## config.mk

```make
export PLATFORM = sky130hd
export DESIGN_NAME = ifetch_unit_flat
export DESIGN_NICKNAME = d
export VERILOG_FILES = /design/src/rtl/ifetch_unit_if.sv /design/src/rtl/ifetch_unit.sv /design/src/flat_wrapper.sv
export SDC_FILE = /design/constraint.sdc
export NUM_CORES = 1
export LEC_CHECK = 0
export CORE_ASPECT_RATIO = 0.5
export CORE_UTILIZATION = 65
export CTS_BUF_LIST = sky130_fd_sc_hd__clkbuf_8
export DETAILED_ROUTE_END_ITERATION = 6
export DONT_BUFFER_PORTS = 1
export PLACE_DENSITY = 0.81
export SYNTH_ARGS = -nofsm -noshare
export SYNTH_HDL_FRONTEND = slang
export SYNTH_SLANG_ARGS = --single-unit
```

## constraint.sdc

```tcl
create_clock -name clk -period 8.3 [get_ports clk]
set_input_delay 1.66 -clock clk [delete_from_list [all_inputs] [get_ports clk]]
set_output_delay 1.66 -clock clk [all_outputs]
set_load 0.01 [all_outputs]
```

## src/rtl/ifetch_unit_if.sv

```systemverilog
// IM read port and decode-side instruction stream of the fetch stage.
// The master modport is the fetch unit; slave is the memory/decode environment.
interface ifetch_unit_if #(
  parameter int DataSize = 32,
  parameter int MemSize  = 10
);
  logic [MemSize-1:0]  PC;
  logic                IM_read;
  logic                IM_write;
  logic                IM_enable;
  logic [DataSize-1:0] instruction;
  logic                stall;
  logic                branch_valid;
  logic [MemSize-1:0]  branch_target;
  logic                inst_valid;
  logic [DataSize-1:0] inst_out;
  logic [MemSize-1:0]  inst_pc;

  modport master (
    output PC, IM_read, IM_write, IM_enable, inst_valid, inst_out, inst_pc,
    input  instruction, stall, branch_valid, branch_target
  );

  modport slave (
    input  PC, IM_read, IM_write, IM_enable, inst_valid, inst_out, inst_pc,
    output instruction, stall, branch_valid, branch_target
  );
endinterface

```

## src/rtl/ifetch_unit.sv

```systemverilog
// Instruction fetch: owns the PC, issues IM reads and hides the one-cycle IM
// latency behind a 2-entry prefetch FIFO whose head feeds decode directly.
module ifetch_unit #(
  parameter int DataSize = 32,
  parameter int MemSize  = 10
) (
  input logic           clk,
  input logic           reset,
  ifetch_unit_if.master bus
);
  localparam logic [0:0] S_IDLE = 1'b0;
  localparam logic [0:0] S_RUN  = 1'b1;

  logic [0:0]          state_q, state_d;
  logic [MemSize-1:0]  pc_q, pc_d;
  logic                inflight_q, inflight_d;
  logic [MemSize-1:0]  tag_q, tag_d;
  logic [1:0]          count_q, count_d;
  logic [DataSize-1:0] head_data_q, head_data_d;
  logic [MemSize-1:0]  head_pc_q, head_pc_d;
  logic [DataSize-1:0] tail_data_q, tail_data_d;
  logic [MemSize-1:0]  tail_pc_q, tail_pc_d;

  logic run, pop, push, room, issue;

  assign run   = (state_q == S_RUN);
  assign pop   = (count_q != 2'd0) && !bus.stall;
  // A response arriving in a redirect cycle belongs to the old stream.
  assign push  = inflight_q && !bus.branch_valid;
  assign room  = ({1'b0, count_q} + {2'b00, inflight_q}) < 3'd2;
  assign issue = run && !reset && !bus.branch_valid && (room || pop);

  assign bus.PC         = pc_q;
  assign bus.IM_read    = issue;
  assign bus.IM_write   = 1'b0;
  assign bus.IM_enable  = run;
  assign bus.inst_valid = (count_q != 2'd0);
  assign bus.inst_out   = head_data_q;
  assign bus.inst_pc    = head_pc_q;

  always_comb begin
    state_d     = S_RUN;
    pc_d        = pc_q;
    inflight_d  = issue;
    tag_d       = issue ? pc_q : tag_q;
    count_d     = count_q;
    head_data_d = head_data_q;
    head_pc_d   = head_pc_q;
    tail_data_d = tail_data_q;
    tail_pc_d   = tail_pc_q;

    if (bus.branch_valid)
      pc_d = bus.branch_target;
    else if (issue)
      pc_d = pc_q + MemSize'(1);

    if (bus.branch_valid) begin
      count_d = 2'd0;
    end else begin
      case ({push, pop})
        2'b10: begin
          if (count_q == 2'd0) begin
            head_data_d = bus.instruction;
            head_pc_d   = tag_q;
          end else begin
            tail_data_d = bus.instruction;
            tail_pc_d   = tag_q;
          end
          count_d = count_q + 2'd1;
        end
        2'b01: begin
          head_data_d = tail_data_q;
          head_pc_d   = tail_pc_q;
          count_d     = count_q - 2'd1;
        end
        2'b11: begin
          // Simultaneous push/pop keeps the occupancy; new entry lands behind any survivor.
          if (count_q == 2'd1) begin
            head_data_d = bus.instruction;
            head_pc_d   = tag_q;
          end else begin
            head_data_d = tail_data_q;
            head_pc_d   = tail_pc_q;
            tail_data_d = bus.instruction;
            tail_pc_d   = tag_q;
          end
        end
        default: ;
      endcase
    end
  end

  always_ff @(posedge clk) begin
    if (reset) begin
      state_q     <= S_IDLE;
      pc_q        <= '0;
      inflight_q  <= 1'b0;
      count_q     <= 2'd0;
      head_data_q <= '0;
      head_pc_q   <= '0;
    end else begin
      state_q     <= state_d;
      pc_q        <= pc_d;
      inflight_q  <= inflight_d;
      count_q     <= count_d;
      head_data_q <= head_data_d;
      head_pc_q   <= head_pc_d;
      assert (!(push && !pop && count_q == 2'd2));
    end
  end

  always_ff @(posedge clk) begin
    tag_q       <= tag_d;
    tail_data_q <= tail_data_d;
    tail_pc_q   <= tail_pc_d;
  end
endmodule

```

## src/flat_wrapper.sv

```systemverilog
// flat-port wrapper written by rule: the top's interface ports become plain ports
module ifetch_unit_flat 
#(
  parameter int DataSize = 32,
  parameter int MemSize  = 10
)
  (clk, reset, bus_PC, bus_IM_read, bus_IM_write, bus_IM_enable, bus_inst_valid, bus_inst_out, bus_inst_pc, bus_instruction, bus_stall, bus_branch_valid, bus_branch_target);
  ifetch_unit_if #(.DataSize(DataSize), .MemSize(MemSize)) bus_i ();
  input logic clk;
  input logic reset;
  output wire logic [$bits(bus_i.PC)-1:0] bus_PC;
  output wire logic [$bits(bus_i.IM_read)-1:0] bus_IM_read;
  output wire logic [$bits(bus_i.IM_write)-1:0] bus_IM_write;
  output wire logic [$bits(bus_i.IM_enable)-1:0] bus_IM_enable;
  output wire logic [$bits(bus_i.inst_valid)-1:0] bus_inst_valid;
  output wire logic [$bits(bus_i.inst_out)-1:0] bus_inst_out;
  output wire logic [$bits(bus_i.inst_pc)-1:0] bus_inst_pc;
  input wire logic [$bits(bus_i.instruction)-1:0] bus_instruction;
  input wire logic [$bits(bus_i.stall)-1:0] bus_stall;
  input wire logic [$bits(bus_i.branch_valid)-1:0] bus_branch_valid;
  input wire logic [$bits(bus_i.branch_target)-1:0] bus_branch_target;
  assign bus_PC = bus_i.PC;
  assign bus_IM_read = bus_i.IM_read;
  assign bus_IM_write = bus_i.IM_write;
  assign bus_IM_enable = bus_i.IM_enable;
  assign bus_inst_valid = bus_i.inst_valid;
  assign bus_inst_out = bus_i.inst_out;
  assign bus_inst_pc = bus_i.inst_pc;
  assign bus_i.instruction = bus_instruction;
  assign bus_i.stall = bus_stall;
  assign bus_i.branch_valid = bus_branch_valid;
  assign bus_i.branch_target = bus_branch_target;
  ifetch_unit #(.DataSize(DataSize), .MemSize(MemSize)) u_core (.clk(clk), .reset(reset), .bus(bus_i));
endmodule
```

# Word level (Yosys, flattened, before mapping)
# Cells that the tools add are included.
[classes]
n_addsub = 4
n_lt_le_gt_ge = 1
n_eq_ne = 7
mux = 16
bitwise = 1
reduce_logical = 18
[ops]
columns = ["op", "count"]
rows = [
  ["32-bit two-way mux", 4],
  ["32-bit one-hot mux with 3 select lines", 1],
  ["32-bit one-hot mux with 2 select lines", 1],
  ["10-bit two-way mux", 6],
  ["10-bit one-hot mux with 3 select lines", 1],
  ["10-bit one-hot mux with 2 select lines", 1],
  ["10-bit by 1-bit adder with 10-bit output (second input constant)", 1],
  ["2-bit nonzero test", 4],
  ["1-bit logical AND", 5],
  ["2-bit by 1-bit equality test with 1-bit output (second input constant)", 2],
  ["2-bit equality test (second input constant)", 2],
  ["2-bit != test (second input constant)", 2],
  ["2-bit one-hot mux with 2 select lines", 1],
  ["4-bit AND reduction", 1],
  ["2-bit by 1-bit adder with 3-bit output", 1],
  ["1-bit zero test", 3],
  ["3-bit by 2-bit less-than comparator with 1-bit output (second input constant)", 1],
  ["3-bit AND reduction", 1],
  ["3-bit nonzero test", 1],
  ["2-bit by 1-bit adder with 2-bit output (second input constant)", 1],
  ["2-bit zero test", 1],
  ["2-bit by 1-bit != test with 1-bit output (second input constant)", 1],
  ["2-bit OR reduction", 1],
  ["2-bit by 1-bit subtractor with 2-bit output (second input constant)", 1],
  ["other kinds (3)", 3],
]
[word_totals]
reg_bits = 108
input_bits = 46
out_inout_bits = 56
elab_cells = 56

# Depth between registers and ports, before layout
# Gate-level depths: netlist of run 1.
[depth]
depth_word = 6
depth_mapped = 11
depth_no_buf = 9

# Worst setup path after synthesis of run 1
# Ideal clock, no wire load.
[synth_timing]
kind = "input to output"
from = "input port bus_stall"
to = "output port bus_IM_read"
arrival_time_ps = 3251
required_ps = 6640
path_slack_ps = 3389
cell_stages = 5
n_path_buf = 1
cell_sequence = "or2_1 -> buf_6 -> clkinv_4 -> o21ai_0 -> nor3_1"
[synth_between]
elab_chain_len = 4
[synth_rtl]
columns = ["element", "line", "rtl"]
rows = [
  ["start, declared", "flat_wrapper.sv:19", "input wire logic [$bits(bus_i.stall)-1:0] bus_stall;"],
  ["1-bit zero test", "ifetch_unit.sv:27", "assign pop = (count_q != 2'd0) && !bus.stall;"],
  ["1-bit logical AND", "ifetch_unit.sv:27", ""],
  ["1-bit logical OR", "ifetch_unit.sv:31", "assign issue = run && !reset && !bus.branch_valid && (room || pop);"],
  ["1-bit logical AND", "ifetch_unit.sv:31", ""],
  ["end, declared", "flat_wrapper.sv:12", "output wire logic [$bits(bus_i.IM_read)-1:0] bus_IM_read;"],
]
# No other way between the ends.

# Worst setup path after layout of run 1
# Ends and elaborated chain as after synthesis.

==> results of run 1 <==
-- cells in the mapped netlist (2+ instances only) --
| library cell | n |
|---|---|
| inv_1 | 9 |
| nor2_1 | 51 |
| clkbuf_1 | 24 |
| a311oi_1 | 2 |
| nand2_1 | 6 |
| nor3_1 | 3 |
| a21oi_1 | 5 |
| nand3_1 | 5 |
| a221oi_1 | 42 |
| edfxtp_1 | 52 |
| xnor2_1 | 3 |
| dfxtp_1 | 56 |
| a211oi_1 | 9 |
| ha_1 | 8 |
| a21o_1 | 2 |
| or3_1 | 3 |
| xor2_1 | 3 |
| o21ai_0 | 46 |
| nand2b_1 | 3 |
-- through the flow --
step                setup WS [ns]  instances  total power [W]  area, µm²  utilization
floorplan                   3.389        350        0.0006323       4143            -
global placement            3.562        414        0.0006399       4177       0.6840
detailed placement          3.429        414        0.0006429       4177       0.6840
CTS                         3.431        430        0.0009343       4360       0.7141
global route                3.282        430        0.0009639       4360       0.7141
finish                      3.466        430        0.0009287       4360       0.7141
-- power breakdown --
| part | leakage, nW | internal (W) | switching, W |
|---|---|---|---|
| Sequential | 0.930 | 0.000574 | 0.0000198 |
| Clock | 0.101 | 0.000136 | 0.000162 |
| Combinational | 0.486 | 0.0000126 | 0.0000244 |
| Total | 1.52 | 0.000723 | 0.000206 |
-- placed cells by master (no fill, tap or decap), types with 2 or more instances in the layout --
| master | instances |
|---|---|
| nor3_1 | 2 |
| a211oi_1 | 9 |
| dfxtp_1 | 56 |
| clkinv_2 | 3 |
| buf_4 | 2 |
| edfxtp_1 | 52 |
| ha_1 | 8 |
| nand3_1 | 5 |
| xnor2_1 | 3 |
| or3_1 | 3 |
| inv_1 | 11 |
| a21oi_2 | 3 |
| nor2_1 | 51 |
| a221oi_1 | 42 |
| a21o_1 | 2 |
| clkbuf_8 | 9 |
| nand2b_1 | 3 |
| nand2_1 | 6 |
| a21oi_1 | 2 |
| xor2_1 | 3 |
| a311oi_1 | 2 |
| o21ai_0 | 46 |
-- metal layers --
layer | vias to the layer above | wire length [µm] | global-route usage
met5 | - | 0 | 0
met4 | 0 | 38 | 0.07607
met3 | 4 | 829 | 0.08548
met2 | 126 | 3998 | 0.4260
met1 | 1371 | 3705 | 0.3536
li1 | 1299 | - | -
-- flip-flops by register name, indices dropped and copies added, names as in the netlist --
signal / count
u_core.bus.inst_out: 32
u_core.tail_data_q: 32
u_core.bus.PC: 10
u_core.bus.inst_pc: 10
u_core.tag_q: 10
u_core.tail_pc_q: 10
u_core.count_q: 2
u_core.bus.IM_enable: 1
u_core.inflight_q: 1
-- cells by family (layout without fill, tap and decap cells) --
| kind of cell | after synthesis | in the layout |
|---|---|---|
| XOR/XNOR | 6 | 6 |
| flip-flops | 108 | 108 |
| other | 1 | 1 |
| adder cells (fa/ha/maj) | 8 | 8 |
| multiplexers | 1 | 1 |
| buffers and inverters | 36 | 28 |
| AND/OR/NAND/NOR | 75 | 75 |
| AO/OA/AOI/OAI | 115 | 115 |
-- final timing paths --
path	start	to	slack (ns)
worst max-delay path	bus_stall	bus_IM_read	3.47
worst min-delay path	u_core.tag_q[5]$_DFFE_PP_	u_core.tail_pc_q[5]$_DFFE_PP_	0.47
worst max register to register	u_core.count_q[0]$_SDFFE_PP0P_	u_core.bus.inst_out[25]$_SDFFE_PP0P_	5.38
worst min register to register	u_core.tag_q[5]$_DFFE_PP_	u_core.tail_pc_q[5]$_DFFE_PP_	0.47
-- final cells by class --
type	count	share of cell area
inverters	10	0.009756
well taps	88	0.02525
multi-input cells	206	0.3042
clock buffers	9	0.02841
flip-flops and latches	108	0.6152
clock inverters	7	0.01377
repair buffers	2	0.003443
==> flow_summary_export.csv, run 1 <==
group,metric,value,unit
status,status,"finished, final reports clean",
cells_and_area,num_antenna_cells,0,
power,total_leakage_power,1.517,nW
sta,rsz0062_at_grt,"false",
critical_path,path_depth,4,
clock_tree,cts_sinks,108,
placed_design,hpwl,5477,µm
job,cap_violations,0,
critical_path,path_class,"in2out",
die,die-area,6716,µm²
die,io_pins,102,
detailed_routing,viasPerCell,6.512,
yosys,synth-compound-area-share,0.1990,
detailed_routing,drtPass1Iterations,4,
yosys,synth_flop_cell,"dfxtp_1",
clock_tree,cts_buffers,9,
global_route,grt_use_total,0.2658,
power,irDropWorstVdd,0.1659,mV
clock_tree,cts_buffer_depth,2,
yosys,synth_top_family_by_area,"compound AO/OA/AOI/OAI gates",
yosys,synth-simple-area-share,0.07671,
yosys,synth_seq_cells,108,
worst_hold_path,worstHoldPathType,"reg2reg",
yosys,synth_edf_count,52,
sta,whs,0.4712,ns
global_route,grt_pass1_vias,2629,
clock_tree,cts_max_level,3,
global_route,antenna_found_initial,0,
cells_and_area,nets,391,
clock_tree,hold_buffers,0,
detailed_routing,post_drt_wl_per_cell,19.93,µm
yosys,yosys.cell_types.count,37,
sta,tightest_slew,1.216,ns
sta,maxSlewHeadroom,0.1883,
yosys,ys.warnings.count,0,
critical_path,critPathCaptureType,"primary output",
sta,final.period_utilization,0.5824,
yosys,yosysTopAreaCell,"edfxtp_1",
clock_tree,clkLatencyLatePin,0.36,ns
cells_and_area,multi_input_area,1326,µm²
critical_path,crit_buf_inv,1,
sta,drv_slew,0,
clock_tree,post-cts-setup-buffers,0,
sta,fin_tns_setup,0,ns
cells_and_area,drive_above_1_share,0.07018,
critical_path,crit_path_top_delay_cell,"nor3_2",
cells_and_area,seq_area,2683,µm²
yosys,syn_area_per_cell,11.84,µm²
placed_design,place.gp.congestion,0.7896,
detailed_routing,via_count,2800,
sta,timing_hold_violations_final,0,
critical_path,critPathMaxFanout,11,
critical_path,slowest_delay,0.77,ns
critical_path,required,6.64,ns
detailed_routing,drt-initial-drc-count,246,
yosys,ys_seq_area_frac,0.6475,
critical_path,crit_chain,"or2_1 -> clkinv_4 -> o21ai_0 -> nor3_2",
detailed_routing,wirelength,8572,µm
yosys,synth_top_area_frac,0.3769,
cells_and_area,area_growth_syn_to_layout,5.255,%
global_route,grt_pass1_wl,13340,µm
clock_tree,root_buffer,"clkbuf_8",
critical_path,critPathLaunchType,"input pin",
sta,clock_skew,0.007307,ns
yosys,synthCells,350,
global_route,grt-ovfl-total,0,
detailed_routing,drcViolationCount,0,
critical_path,crit_arrival,3.17,ns
die,coreArea,6106,µm²
clock_tree,clkTransAtPathRegs,0.09,ns
power,powerDensity,213.0,nW/µm²
yosys,async_reset_ff_frac,0,
critical_path,rr_worst_depth,9,
die,die_x,114.9,µm
critical_path,cpLargestDelayFamily,"simple AND/OR/NAND/NOR gates",
die,die_y,58.45,µm
cells_and_area,fillers,437,
yosys,synth_adder_area_share,0.02416,
worst_hold_path,holdPathStages,0,
detailed_routing,antenna_left,0,
sta,fin_crit,4.834,ns
placed_design,port_buffers,0,
sta,fmax,206.9,MHz
yosys,muxShareOfSynthArea,0.002416,
clock_tree,cts_resized,0,
clock_tree,cts_tree,"yes",
yosys,synth_xor_area_frac,0.01268,
yosys,syn_area,4143,µm²
die,rows,20,
yosys,ys_top_cells_by_area,"edfxtp_1 (38%), dfxtp_1 (27%), a221oi_1 (8.9%)",
sta,setup_viol,0,
global_route,grt_start_max_net_pins,46,
yosys,synth_nets,404,
die,initial_core_util,0.6785,
Note: power is estimated with default switching activity, not from simulation.
==> run 2, diff against run 1 <==
==> constraint.sdc (replaced) <==
create_clock -name clk -period 4.45 [get_ports clk]
set_input_delay 0.89 -clock clk [delete_from_list [all_inputs] [get_ports clk]]
set_output_delay 0.89 -clock clk [all_outputs]
set_load 0.01 [all_outputs]
==> flow_summary_export.csv, run 2 (synthesis gave the netlist of run 1 again) <==
group,metric,value,unit
global_route,grt_start_max_net_pins,46,
placed_design,port_buffers,0,
sta,setup_viol,0,
global_route,grt_use_total,0.2689,
critical_path,startpoint,"u_core.count_q[0]$_SDFFE_PP0P_",
detailed_routing,via_count,2794,
cells_and_area,nets,391,
power,irDropWorstVdd,0.2858,mV
cells_and_area,final_cell_mix,"dfxtp_1 (56), edfxtp_1 (52), nor2_1 (51)",
sta,clock_skew,0.01144,ns
global_route,grt_pass1_wl,13170,µm
clock_tree,cts_buffers,9,
critical_path,timing.rr.start,"u_core.count_q[0]$_SDFFE_PP0P_",
clock_tree,cts_tree,"yes",
die,die_y,58.45,µm
die,initial_core_util,0.6785,
detailed_routing,post_drt_wl_per_cell,20.28,µm
worst_hold_path,worstHoldPathType,"reg2reg",
cells_and_area,fillers,420,
critical_path,critPathMaxFanout,11,
die,io_pins,102,
sta,whs,0.4666,ns
global_route,grt-ovfl-total,0,
sta,timing_hold_violations_final,0,
clock_tree,cts_max_level,3,
clock_tree,post-cts-setup-buffers,0,
placed_design,hpwl,5547,µm
die,die_x,114.9,µm
critical_path,endpoint,"bus_IM_read",
placed_design,pre_cts_ws,1.128,ns
status,status,"finished, final reports clean",
worst_hold_path,holdPathStages,0,
cells_and_area,area_growth_syn_to_layout,5.678,%
sta,rsz0062_at_grt,"false",
sta,fmax,282.1,MHz
clock_tree,cts_buffer_depth,2,
critical_path,critPathLaunchType,"register",
sta,maxSlewHeadroom,0.2098,
sta,final.period_utilization,0.7966,
power,powerDensity,405.8,nW/µm²
cells_and_area,drive_above_1_share,0.07038,
die,rows,20,
clock_tree,hold_buffers,0,
placed_design,place.gp.congestion,0.7715,
detailed_routing,drcViolationCount,0,
detailed_routing,viasPerCell,6.513,
critical_path,r2r_end,"u_core.bus.inst_out[18]$_SDFFE_PP0P_",
critical_path,critPathCaptureType,"primary output",
cells_and_area,num_antenna_cells,0,
sta,fin_tns_setup,0,ns
global_route,grt_pass1_vias,2623,
critical_path,crit_arrival,2.65,ns
die,coreArea,6106,µm²
detailed_routing,wirelength,8701,µm
critical_path,required,3.56,ns
cells_and_area,layout_commonest_cell,"dfxtp_1",
clock_tree,root_buffer,"clkbuf_8",
detailed_routing,antenna_left,0,
clock_tree,cts_sinks,108,
detailed_routing,drt-initial-drc-count,320,
clock_tree,clkTransAtPathRegs,0.09,ns
clock_tree,cts_resized,0,
critical_path,rr_worst_depth,9,
job,cap_violations,0,
critical_path,path_class,"reg2out",
die,die-area,6716,µm²
sta,tightest_slew,1.184,ns
power,total_leakage_power,1.519,nW
sta,drv_slew,0,
sta,postLayoutSetupSlackWorst,0.9052,ns
clock_tree,clkLatencyLatePin,0.38,ns
critical_path,reg2reg_slack,1.56,ns
global_route,antenna_found_initial,0,
sta,fin_crit,3.545,ns
cells_and_area,fin_util,0.7170,
detailed_routing,drtPass1Iterations,5,
placed_design,place_area,4177,µm²
cells_and_area,final_area,4378,µm²
==> run 2: power by group <==
group / switching, W / internal, W
clock network: 0.000313 / 0.000287
registers: 0.0000368 / 0.00107
logic: 0.0000454 / 0.0000235
==> run 2: metal layers <==
metal	wire, µm	up-vias	part of all wire	global-route usage
li1	-	1300	-	-
met3	914	9	0.11	0.1092
met1	3657	1358	0.42	0.3494
met2	4038	127	0.46	0.4122
met5	0	-	0	0
met4	91	0	0.010	0.09833
==> run 2: layout make-up <==
cell class	instances	area (µm²)	area share
well taps	88	110.1	0.02515
inverters	10	42.54	0.009717
repair buffers	2	15.01	0.003430
clock buffers	11	151.4	0.03458
clock inverters	4	50.05	0.01143
multi-input cells	206	1326	0.3029
flip-flops and latches	108	2683	0.6127
==> run 2: worst min path at each step <==
stage,from,end,slack (ns)
2_1_floorplan,u_core.tag_q[0]$_DFFE_PP_,u_core.tail_pc_q[0]$_DFFE_PP_,0.43
3_3_place_gp,u_core.tag_q[3]$_DFFE_PP_,u_core.tail_pc_q[3]$_DFFE_PP_,0.45
3_5_place_dp,u_core.tag_q[0]$_DFFE_PP_,u_core.tail_pc_q[0]$_DFFE_PP_,0.45
4_1_cts,u_core.tag_q[0]$_DFFE_PP_,u_core.tail_pc_q[0]$_DFFE_PP_,0.47
5_1_grt,u_core.tag_q[0]$_DFFE_PP_,u_core.tail_pc_q[0]$_DFFE_PP_,0.48
6_report,u_core.tag_q[0]$_DFFE_PP_,u_core.tail_pc_q[0]$_DFFE_PP_,0.47
==> run 2: critical path: stages (launching register included) <==
cell	delay [ns]
dfxtp_1	0.46
inv_1	0.08
ha_1	0.23
or2_1	0.37
clkinv_4	0.14
o21ai_0	0.24
nor3_2	0.77
==> run 2: metrics by stage <==
| step | power (W) | cells |
|---|---|---|
| 2_1_floorplan | 0.001179 | 350 |
| 6_report | 0.001777 | 429 |
| 5_1_grt | 0.001841 | 429 |
| 4_1_cts | 0.001789 | 429 |
| 3_5_place_dp | 0.001199 | 414 |
| 3_3_place_gp | 0.001194 | 414 |
==> variant 1: new RTL, flow settings as in run 2 <==
`DataSize` is set to 32 in 3 places; all go to 128.
--- a/src/rtl/ifetch_unit_if.sv
+++ b/src/rtl/ifetch_unit_if.sv
@@ -1,7 +1,7 @@
 // IM read port and decode-side instruction stream of the fetch stage.
 // The master modport is the fetch unit; slave is the memory/decode environment.
 interface ifetch_unit_if #(
-  parameter int DataSize = 32,
+  parameter int DataSize = 128,
   parameter int MemSize  = 10
 );
   logic [MemSize-1:0]  PC;
--- a/src/rtl/ifetch_unit.sv
+++ b/src/rtl/ifetch_unit.sv
@@ -1,7 +1,7 @@
 // Instruction fetch: owns the PC, issues IM reads and hides the one-cycle IM
 // latency behind a 2-entry prefetch FIFO whose head feeds decode directly.
 module ifetch_unit #(
-  parameter int DataSize = 32,
+  parameter int DataSize = 128,
   parameter int MemSize  = 10
 ) (
   input logic           clk,
--- a/src/flat_wrapper.sv
+++ b/src/flat_wrapper.sv
@@ -1,7 +1,7 @@
 // flat-port wrapper written by rule: the top's interface ports become plain ports
 module ifetch_unit_flat 
 #(
-  parameter int DataSize = 32,
+  parameter int DataSize = 128,
   parameter int MemSize  = 10
 )
   (clk, reset, bus_PC, bus_IM_read, bus_IM_write, bus_IM_enable, bus_inst_valid, bus_inst_out, bus_inst_pc, bus_instruction, bus_stall, bus_branch_valid, bus_branch_target);
Ports: changed (resized bus_inst_out and bus_instruction); port bits go from 102 to 294. No check against the original RTL was run, so the function may have changed too.
==> variant 1 against run 2 <==
- clock power rose to 3.4 times the old value
- design area rose to 2.9 times the old value
- fmax grew 0.10%
- global-route usage rose by 2.7 points
- worst setup slack better by 0.0037 ns
- critical path type unchanged
- routed wire length rose to 3.3 times the old value
- worst hold slack worse by 0.057 ns
- sequential share of layout area shrank 3.3 points
- synthesized cell count increased to 2.7 times the old value
- sequential cell count is 192 higher
- synthesized area grew to 2.9 times the old value
- total power grew to 3.0 times the old value
==> variant 1: results (changes against run 2) <==
The worst-path maximum fanout is 24 (+13), and the cell area reported after detailed placement is 0.01213 mm² (+190%). The routability congestion estimate from global placement is 0.8349 (+8.2%). In the synthesized netlist, the cells that appear most often are sky130_fd_sc_hd__dfxtp_1, sky130_fd_sc_hd__o21ai_0, sky130_fd_sc_hd__edfxtp_1. The leakage power figure is 4.701 nW (+210%), and the layout filler cell count is 1165 (+180%).

The min-delay analysis places its worst path in the category input port to register. The areal power density over the cells is 411.4 mW/mm² (+1.4%). The largest stage delay on the critical path came out at 0.45 ns (-0.32 ns). The cell total after placement is 1106 (+170%), and the number of enable-type register cells in the synthesized netlist is 148 (+180%). The run gives 0.54 ns (+0.16 ns) as the latest clock arrival within the worst-skew pair.

The tools report the count of cell types in the netlist as 45 (+22%). The wire length of the first global-routing pass was 44490 µm (+240%); the fraction of final layout cells with drive strength greater than 1 was 22.19% (+15 points). For the number of buffers created by CTS, the log shows 40 (+31). The flow ran to the end, and the final reports show no timing, DRC or antenna violations.

The post-route non-filler standard cell count was 1176 (+170%); the number of levels the H-tree was split into was 2 (-1). The total global routing track utilization was 29.55% (+2.7 points). The peak supply drop came out at 303.2 µV (+6.1%).

The slew at the pin closest to its max-slew limit works out to 0.9067 ns (-0.2772 ns). The detail-routed via count per cell was 6.606 (+1.4%). The cell count after synthesis came out at 933 (+170%). The run gives 1083 (+170%) as the net count of the mapped netlist. The startpoint of the most critical hold path is reset.

The total detailed-routing wirelength came out at 28620 µm (+230%). The half-perimeter wire length after placement was 17390 µm (+210%); the DRC violation total after the first TritonRoute iteration was 556 (+74%). For the sequential fraction of the synthesis area, the log shows 62.02% (-2.7 points). For the number of buffers on the longest clock path, the log shows 3 (+1). In this design, the largest share of critical-path delay is due to buffers and inverters. By area the synthesized netlist is led by sky130_fd_sc_hd__edfxtp_1, sky130_fd_sc_hd__dfxtp_1, sky130_fd_sc_hd__a221oi_2.

The slowest stage of the critical path is the sky130_fd_sc_hd__or2_2 cell. The run gives 90 (+96%) as the largest net degree at the start of global routing. The via count of the first global-routing pass came out at 7608 (+190%).
## variant 1: cell families (layout without fill, tap and decap cells)
kind of cell	Yosys count	in the layout	synth area share, %
simple gates	196	196	6.892
flops	300	300	62.02
buf+inv	99	108	5.099
mux	4	4	0.3317
xor+xnor	1	1	0.07256
other cells	1	1	0.03106
fa+ha+maj	8	8	0.8291
compound gates	324	324	24.73
## variant 1: worst paths after layout
| check | end | cells after the start | slack [ns] |
|---|---|---|---|
| setup / recovery | bus_IM_read | 6 | 0.91 |
| hold / removal | u_core.bus.PC[8] | 1 | 0.41 |
| setup reg to reg | u_core.bus.inst_out[32] | 10 | 0.98 |
| hold reg to reg | u_core.tail_pc_q[8] | 0 | 0.48 |
## variant 1: final cells by class
cell class,count,area share [%]
tap,234,2.267
sequential,300,57.98
clock inverter,21,0.8236
inverter,13,0.3972
multi-input combinational,534,30.99
clock buffer,49,5.222
timing repair buffer,25,2.325
## variant 1: report_power, final
| group | switching, mW | leakage, nW | internal, mW |
|---|---|---|---|
| Clock | 1.01 | 0.457 | 1.05 |
| Sequential | 0.0851 | 2.57 | 2.97 |
| Combinational | 0.127 | 1.67 | 0.0663 |
| Total | 1.23 | 4.70 | 4.09 |
## variant 1: per-layer routing
metal	share of wire (%)	track usage [%]	up-vias	wire (µm)
met2	47	45.91	355	13350
met1	41	39.34	3833	11660
li1	-	-	3536	-
met3	11	11.54	45	3141
met5	0	0	-	0
met4	1.6	6.844	0	470
==> variant 2: new RTL, flow settings as in run 2 <==
Without the edit above. Make the reset (`reset`) asynchronous in one clocked block.
--- a/src/rtl/ifetch_unit.sv
+++ b/src/rtl/ifetch_unit.sv
@@ -90,7 +90,7 @@
     end
   end
 
-  always_ff @(posedge clk) begin
+  always_ff @(posedge clk or posedge reset) begin
     if (reset) begin
       state_q     <= S_IDLE;
       pc_q        <= '0;
Behaviour: differs if reset is asserted again (counterexample within 4 cycles, from zero or initial values and one cycle with reset high); with reset held inactive, the same outputs for 10 cycles.
==> variant 2 against run 2 <==
- sequential cell count unchanged
- worst setup slack better by 0.34 ns
- synthesized area up 5.9%
- first-iteration DRC count down 33%
- die area up 5.8%
- design area up 5.5%
- worst hold slack worse by 0.12 ns
- routed wire length down 8.7%
Power is not compared: it rests on default switching activity, and its combinational part moved more than twofold at a synthesized area within 25%.
==> variant 2: results (changes against run 2) <==
The flow ran to the end, and the final reports show no timing, DRC or antenna violations. The total detailed-routing wirelength was 7940 µm (-8.7%); the clock slew at the register clock pins of the worst setup and hold paths was 0.10 ns. The logs give 24.48% (-2.4 points) for the total global routing track utilization and 0 (unchanged) for the number of antenna violations at the first check in global routing. Number of cells upsized or downsized after cts: 0 (unchanged).

The number of vias after detailed routing is 2471 (-12%). The number of levels the H-tree was split into was 3 (unchanged); the setup slack after placement was 1.698 ns (+0.5696 ns). In the synthesized netlist, the cells that appear most often are sky130_fd_sc_hd__dfrtp_1, sky130_fd_sc_hd__edfxtp_1, sky130_fd_sc_hd__nor2_1.

The net count reported at finish came out at 378 (-3.3%). The class of the worst hold path is input port to async pin. The wire length of the first global-routing pass came out at 12570 µm (-4.6%). The logs give 37 (unchanged) for the count of cell types in the netlist and 4 (-1) for the number of iterations in the first detailed-routing pass. The tools report the cell count after synthesis as 331 (-5.4%). The worst-path maximum fanout is 12 (+1), and the fraction of final layout cells with drive strength greater than 1 is 8.108% (+1.1 points). Number of input and output port buffers inserted: 0 (unchanged). The run gives 0.8089 (+4.8%) as the routability congestion estimate from global placement.

The logs give 9 (unchanged) for the number of buffers created by CTS and 0.008648 ns (-0.002796 ns) for the maximum clock skew at final layout. The tree is rooted in a sky130_fd_sc_hd__clkbuf_8. Largest net degree at the start of global routing: 85 (+85%). The cell total after placement was 405 (-2.2%); the cell area reported after detailed placement was 0.004433 mm² (+6.1%). VDD sags by at most 318.6 µV. For the DRC violation total after the first TritonRoute iteration, the log shows 215 (-33%).

The number of enable-type register cells in the synthesized netlist came out at 52 (unchanged). Slew at the pin closest to its max-slew limit: 1.168 ns (-0.01620 ns). The logs give 421 (-1.9%) for the post-route non-filler standard cell count and 0.38 ns (about the same) for the latest clock arrival within the worst-skew pair. The count of yosys warnings during synthesis is 0 (unchanged).

For the count of inserted antenna diode cells, the log shows 0 (unchanged). The analysis attributes to cell leakage a power of 1.934 nW. The share of async-settable or async-resettable flops after synthesis was 51.85% (+52 points).

Tracing the worst setup path back leads to its startpoint at u_core.count_q[0]. Sequential fraction of the synthesis area: 67.52% (+2.8 points). The half-perimeter wire length after placement is 5327 µm (-4.0%), and the data arrival at the endpoint of the critical path is 2.32 ns (-0.33 ns).

Ranked by total cell area, the synthesized netlist is headed by sky130_fd_sc_hd__edfxtp_1, sky130_fd_sc_hd__dfrtp_1, sky130_fd_sc_hd__mux2i_1. The number of buffers on the longest clock path is 2 (unchanged). The buffers inserted during post-CTS setup optimization came out at 0 (unchanged). The flip-flop cell with the highest count after synthesis is sky130_fd_sc_hd__dfrtp_1.
variant 2: worst paths after layout:
check | to | slack (ns) | cells past startpoint
worst min register to register | u_core.tail_pc_q[6] | 0.47 | 0
max in group asynchronous | u_core.bus.inst_out[18] | 3.26 | 2
min in group clk | u_core.tail_pc_q[6] | 0.47 | 0
worst max-delay path | bus_IM_read | 1.24 | 6
worst max register to register | u_core.bus.inst_out[13] | 1.73 | 6
worst min-delay path | u_core.bus.PC[1] | 0.35 | 1
variant 2: final cells by class:
class	count	area (µm²)
Sequential cell	108	2963
Timing Repair Buffer	4	30.03
Clock inverter	7	60.06
Clock buffer	9	123.9
Inverter	4	15.01
Tap cell	88	110.1
Fill cell	402	1664
Multi-Input combinational cell	201	1315
variant 2: critical path: stages (launching register included):
cell,delay (ns)
sky130_fd_sc_hd__dfrtp_1,0.51
sky130_fd_sc_hd__inv_1,0.08
sky130_fd_sc_hd__ha_1,0.28
sky130_fd_sc_hd__nor2_2,0.40
sky130_fd_sc_hd__o21ai_0,0.30
sky130_fd_sc_hd__nor2_1,0.15
sky130_fd_sc_hd__buf_4,0.23
variant 2: power breakdown:
group | switching [mW] | internal [mW] | total (mW)
combinational | 0.346 | 0.245 | 0.590
sequential | 0.266 | 1.28 | 1.54
clock | 0.340 | 0.213 | 0.553
total | 0.952 | 1.73 | 2.69
variant 2: kinds of logic after synthesis:
kind of cell | after synthesis | share of synthesized area, %
adder cells (fa/ha/maj) | 4 | 1.141
AO/OA/AOI/OAI | 65 | 8.526
buffers and inverters | 22 | 3.022
XOR/XNOR | 9 | 1.797
AND/OR/NAND/NOR | 77 | 7.784
flip-flops | 108 | 67.52
multiplexers | 44 | 10.04
other | 2 | 0.1712
variant 2: per-layer routing:
layer	up-vias	track usage [%]	share of wire (%)
met5	-	0	0
met2	104	40.42	48
met1	1197	29.10	41
li1	1161	-	-
met3	9	11.55	9.7
met4	0	8.059	0.86
variant 2: per-stage QoR:
stage,hold WS [ns],total power [mW]
6_report,0.3493,2.685
5_1_grt,0.3379,2.843
4_1_cts,0.3390,2.709
3_5_place_dp,0.4490,2.157
3_3_place_gp,0.4417,2.101
2_1_floorplan,0.4261,2.020
